==> config.mk <==
export PLATFORM = sky130hd
export DESIGN_NAME = music_sequencer
export DESIGN_NICKNAME = d
export VERILOG_FILES = /design/src/rtl/music_sequencer.sv
export SDC_FILE = /design/constraint.sdc
export NUM_CORES = 1
export LEC_CHECK = 0
export CORE_ASPECT_RATIO = 0.7
export CORE_MARGIN = 2
export CORE_UTILIZATION = 59
export DETAILED_ROUTE_END_ITERATION = 8
export GPL_ROUTABILITY_DRIVEN = 0
export PLACE_DENSITY = 0.89
export SYNTH_ARGS = -nofsm -noshare
export SYNTH_HDL_FRONTEND = slang
export SYNTH_SLANG_ARGS = --single-unit
==> constraint.sdc <==
create_clock -name clk -period 5 [get_ports clk]
set_clock_uncertainty 0.2 [all_clocks]
set_input_delay 1.5 -clock clk [delete_from_list [all_inputs] [get_ports clk]]
set_output_delay 1.5 -clock clk [all_outputs]
set_load 0.05 [all_outputs]
==> src/rtl/music_sequencer.sv <==
// Song player: steps through a 16-entry note ROM at BEAT_DIV cycles per step, with play/pause/stop control.
// Optional macro NOTE_GAP_EN silences the last GAP_CYC cycles of every step.
module music_sequencer #(
  parameter int BEAT_DIV = 25_000_000,
  parameter int GAP_CYC  = 2_500_000
) (
  input  logic        clk,
  input  logic        rst,
  input  logic        play_pulse,
  input  logic        stop_pulse,
  input  logic        loop,
  output logic [21:0] note_div_left,
  output logic [3:0]  note_idx,
  output logic        playing,
  output logic        song_done
);

  typedef enum logic [1:0] {
    ST_IDLE  = 2'd0,
    ST_PLAY  = 2'd1,
    ST_PAUSE = 2'd2
  } state_t;

  localparam logic [24:0] LP_LAST      = 25'(BEAT_DIV - 1);
  localparam logic [24:0] LP_GAP_START = 25'(BEAT_DIV - GAP_CYC);
`ifdef NOTE_GAP_EN
  localparam logic LP_GAP_EN = 1'b1;
`else
  localparam logic LP_GAP_EN = 1'b0;
`endif

  state_t      r_state;
  logic [24:0] r_beat_cnt;
  logic [3:0]  r_note_idx;
  logic [21:0] r_note_div;
  logic        r_playing;
  logic        r_song_done;

  logic        w_step_end;
  logic        w_gap;
  logic [21:0] w_note_next;

  function automatic logic [3:0] song_code(input logic [3:0] idx);
    case (idx)
      4'd0, 4'd1, 4'd14:   song_code = 4'd1;
      4'd2, 4'd3, 4'd6:    song_code = 4'd5;
      4'd4, 4'd5:          song_code = 4'd6;
      4'd8, 4'd9:          song_code = 4'd4;
      4'd10, 4'd11:        song_code = 4'd3;
      4'd12, 4'd13:        song_code = 4'd2;
      default:             song_code = 4'd0;
    endcase
  endfunction

  function automatic logic [21:0] tone_div(input logic [3:0] code);
    case (code)
      4'd1:    tone_div = 22'd191570;
      4'd2:    tone_div = 22'd170648;
      4'd3:    tone_div = 22'd151515;
      4'd4:    tone_div = 22'd143266;
      4'd5:    tone_div = 22'd127551;
      4'd6:    tone_div = 22'd113636;
      4'd7:    tone_div = 22'd101215;
      4'd9:    tone_div = 22'd95420;
      4'd10:   tone_div = 22'd85034;
      4'd11:   tone_div = 22'd75758;
      4'd12:   tone_div = 22'd71633;
      4'd13:   tone_div = 22'd63776;
      4'd14:   tone_div = 22'd56818;
      4'd15:   tone_div = 22'd50607;
      default: tone_div = 22'd0;
    endcase
  endfunction

  assign w_step_end = (r_beat_cnt == LP_LAST);
  assign w_gap      = LP_GAP_EN & (r_beat_cnt >= LP_GAP_START);

  // Tone for the next output cycle; silent outside PLAY and inside the gap.
  always_comb begin
    w_note_next = 22'd0;
    if ((r_state == ST_PLAY) && !w_gap) begin
      w_note_next = tone_div(song_code(r_note_idx));
    end else begin
      w_note_next = 22'd0;
    end
  end

  // Transport FSM, beat/step counters and registered outputs.
  always_ff @(posedge clk) begin
    if (rst) begin
      r_state     <= ST_IDLE;
      r_beat_cnt  <= 25'd0;
      r_note_idx  <= 4'd0;
      r_note_div  <= 22'd0;
      r_playing   <= 1'b0;
      r_song_done <= 1'b0;
    end else begin
      r_note_div  <= w_note_next;
      r_song_done <= 1'b0;
      if (stop_pulse) begin
        r_state    <= ST_IDLE;
        r_beat_cnt <= 25'd0;
        r_note_idx <= 4'd0;
        r_playing  <= 1'b0;
      end else begin
        case (r_state)
          ST_IDLE: begin
            if (play_pulse) begin
              r_state    <= ST_PLAY;
              r_beat_cnt <= 25'd0;
              r_note_idx <= 4'd0;
              r_playing  <= 1'b1;
            end else begin
              r_playing  <= 1'b0;
            end
          end
          ST_PLAY: begin
            r_beat_cnt <= w_step_end ? 25'd0 : (r_beat_cnt + 25'd1);
            if (w_step_end && (r_note_idx == 4'd15) && !loop) begin
              r_state     <= ST_IDLE;
              r_note_idx  <= 4'd0;
              r_playing   <= 1'b0;
              r_song_done <= 1'b1;
            end else begin
              // Index 15 naturally wraps to 0 when looping.
              if (w_step_end) begin
                r_note_idx <= r_note_idx + 4'd1;
              end
              if (play_pulse) begin
                r_state   <= ST_PAUSE;
                r_playing <= 1'b0;
              end else begin
                r_playing <= 1'b1;
              end
            end
          end
          ST_PAUSE: begin
            if (play_pulse) begin
              r_state   <= ST_PLAY;
              r_playing <= 1'b1;
            end else begin
              r_playing <= 1'b0;
            end
          end
          default: begin
            r_state    <= ST_IDLE;
            r_beat_cnt <= 25'd0;
            r_note_idx <= 4'd0;
            r_playing  <= 1'b0;
          end
        endcase
      end
    end
  end

  assign note_div_left = r_note_div;
  assign note_idx      = r_note_idx;
  assign playing       = r_playing;
  assign song_done     = r_song_done;

endmodule

==> flow_summary.yaml <==
finish:
  regArea_um2: 1060
  final_cells: 367
  layout.nets: 331
  final_util_pct: 73.2
  antenna_cells: 0
  syn2layout_area_growth_pct: 16.6
  multi_input_area_um2: 1350
  fill_cells: 276
  drive_gt1_share_pct: 5.71
power:
  switchingPower_w: 0.000174
  power.density_nw_per_um2: 276
  seqPwrFrac_pct: 52.8
  p_int_w: 0.000636
  comb_power_share_pct: 5.4
  ir_drop_mv: 0.162
  p_leak_nw: 1.05
  power.share.switching_pct: 21.5
  p_clk_share_pct: 41.8
drt:
  post_drt_wl_per_cell_um: 15.4
  drc: 0
  antenna_left: 0
  dr.first_iter.drc_count: 251
  avgViaCountPerCell: 5.97
  wirelength_um: 5660
  vias: 2191
  dr.pass1.iters: 6
synth:
  ys.flop_type: "dfxtp_1"
  netlist_instances: 290
  syn-cell-area_um2: 2520
  synth_edf_count: 0
  yosysUniqueCellTypes: 44
  synthArstFlopShare_pct: 0
  synth_seq_cells: 53
  yosys.area_share.simple_pct: 28.0
  synth-compound-area-share_pct: 11.7
  yosys.area_share.adder_pct: 5.96
  yosysSeqAreaShare_pct: 42.1
  yosys_warnings: 0
  synth_top_family_by_area: "simple AND/OR/NAND/NOR gates"
  synth.area.mux_share_pct: 1.19
  synth_xor_area_share_pct: 6.26
  avgSynthCellArea_um2: 8.69
die:
  rows: 19
  ios: 33
  die_w_um: 82.1
  die_area_um2: 4820
  die_y_um: 58.7
  initial_core_util_pct: 62.7
  core_area_um2: 4020
clock_network:
  ctsLongestPathBuffers: 2
  cts_root_buf: "clkbuf_8"
  ctsHoldBuffers: 0
  post_cts_buffers: 0
  clkTransAtPathRegs_ps: 90
  numCtsBuffers: 5
  clk_latency_ps: 320
  cts_resized: 0
  cts_tree: "built"
  h-tree-depth: 2
  clock-sinks: 53
timing:
  finalSetupTns_ps: 0
  setup_viol: 0
  fmax_ghz: 0.261
  fin_crit_ps: 3830
  worstMarginPinSlew_ps: 727
  worst_slew_margin_rel_pct: 51.5
  fin_crit_sh_pct: 76.6
  rsz0062_at_grt: "false"
  hold_viol: 0
  drv_slew: 0
grt:
  grt_max_degree: 27
  grt_antenna_before_repair: 0
  grt.total_usage_pct: 24.4
  grt_pass1_vias: 1837
  overflow: 0
  grt_pass1_wl_um: 8850
critical_path:
  cp-end-kind: "register"
  startpoint_type: "primary input"
  crit_type: "in2reg"
  regToRegSetupSlack_ps: 2080
  r2r-start: "r_beat_cnt[9]"
  crit_fanout: 26
  cp.required_ps: 5020
  worstPathArrival_ps: 3850
  r2r_cells: 6
outcome:
  status: "finished, final reports clean"
min_path:
  hold_path.class: "reg2reg"
  min_to: "r_beat_cnt[1]"
  holdCritStartpoint: "r_beat_cnt[1]"
  min_delay_path_depth: 2
placed_design:
  dp_hpwl_um: 3960
  placed_cells: 359
  port_buffers: 28
run:
  max-cap-violations: 0
==> cells in the mapped netlist (2+ instances only) <==
| cell type | instances | area, um2 |
|---|---|---|
| dfxtp_1 | 53 | 1060 |
| nor2_1 | 39 | 146 |
| a21oi_1 | 21 | 105 |
| nand2_1 | 17 | 63.8 |
| nand3_1 | 17 | 85.1 |
| ha_1 | 12 | 150 |
| inv_1 | 12 | 45.0 |
| o21ai_0 | 12 | 60.1 |
| xor2_1 | 12 | 105 |
| clkbuf_1 | 9 | 33.8 |
| nand2b_1 | 8 | 50.1 |
| nor3_1 | 7 | 35.0 |
| nand4_1 | 6 | 37.5 |
| xnor2_1 | 6 | 52.6 |
| buf_4 | 5 | 37.5 |
| nor2b_1 | 5 | 31.3 |
| nor4_1 | 5 | 31.3 |
| and3_1 | 4 | 25.0 |
| or3_1 | 4 | 25.0 |
| mux2i_1 | 3 | 30.0 |
| nor4b_1 | 3 | 26.3 |
| a32oi_1 | 2 | 17.5 |
| and2_1 | 2 | 12.5 |
| and4_1 | 2 | 17.5 |
| nand4b_1 | 2 | 17.5 |
| nor4_2 | 2 | 25.0 |
| o211ai_1 | 2 | 15.0 |
| o21ai_2 | 2 | 17.5 |
==> critical path: stages <==
cell             delay (ps)
clkdlybuf4s50_1         530
nor2b_1                 390
o2111ai_1               220
o22ai_4                 610
o21ai_2                 120
and3_1                  220
o41ai_2                 260
==> stage by stage <==
stage / hold WS [ps] / instance area, um2 / total power, W / setup WS (ps)
after floorplan: 263 / 2530 / 0.000470 / 1750
after global placement: 286 / 2810 / 0.000480 / 950
after detailed placement: 295 / 2810 / 0.000480 / 852
after CTS: 309 / 2940 / 0.000810 / 1180
after global routing: 340 / 2940 / 0.000829 / 970
final: 320 / 2940 / 0.000810 / 1170
==> state kept, by name, summed over array words and instances (netlist names), named ones only <==
name and count:
playing 1, r_state 2, note_idx 4, r_beat_cnt 25
song_done 1, note_div_left 17
==> placed cells by master (no fill, tap or decap), types with 4 or more instances in the layout <==
| cell | n |
|---|---|
| dfxtp_1 | 53 |
| nor2_1 | 39 |
| clkdlybuf4s50_1 | 28 |
| a21oi_1 | 21 |
| nand2_1 | 17 |
| nand3_1 | 17 |
| inv_1 | 12 |
| o21ai_0 | 12 |
| xor2_1 | 12 |
| ha_1 | 12 |
| nand2b_1 | 8 |
| nor3_1 | 7 |
| nand4_1 | 6 |
| xnor2_1 | 6 |
| nor2b_1 | 5 |
| nor4_1 | 5 |
| clkbuf_8 | 5 |
| and3_1 | 4 |
| or3_1 | 4 |
| conb_1 | 4 |
==> how the worst max path moves through the flow <==
stage	from	end	slack [ps]
6_report	play_pulse	register	1170
5_1_grt	play_pulse	register	970
4_1_cts	play_pulse	register	1180
3_5_place_dp	play_pulse	register	850
3_3_place_gp	play_pulse	register	950
2_1_floorplan	stop_pulse	register	1750
==> power by group through the flow <==
stage	Sequential, W	Combinational [W]	Clock, W
finish	0.000428	0.0000435	0.000339
global route	0.000428	0.0000458	0.000355
CTS	0.000428	0.0000431	0.000339
detailed placement	0.000438	0.0000427	0
global placement	0.000437	0.0000421	0
floorplan	0.000446	0.0000243	0
==> kinds of logic after synthesis <==
group,Yosys count
fa+ha+maj,12
xor+xnor,18
simple gates,131
flops,53
mux,3
other cells,1
compound gates,46
buf+inv,26
==> final cells by class <==
class,count,area share [%]
inverters,12,1.53
clock buffers,5,2.34
flip-flops and latches,53,36.1
multi-input cells,214,46.1
repair buffers,28,9.54
clock inverters,3,2.21
well taps,52,2.21
==> metal layers <==
layer / global-route usage [%] / vias to the layer above / part of all wire (%)
met3: 5.21 / 15 / 7.9
met1: 36.6 / 1010 / 47
met4: 10.0 / 0 / 2.3
met2: 34.0 / 111 / 43
li1: - / 1055 / -
met5: 0 / - / 0
No activity file was read; power rests on OpenSTA's default activity.
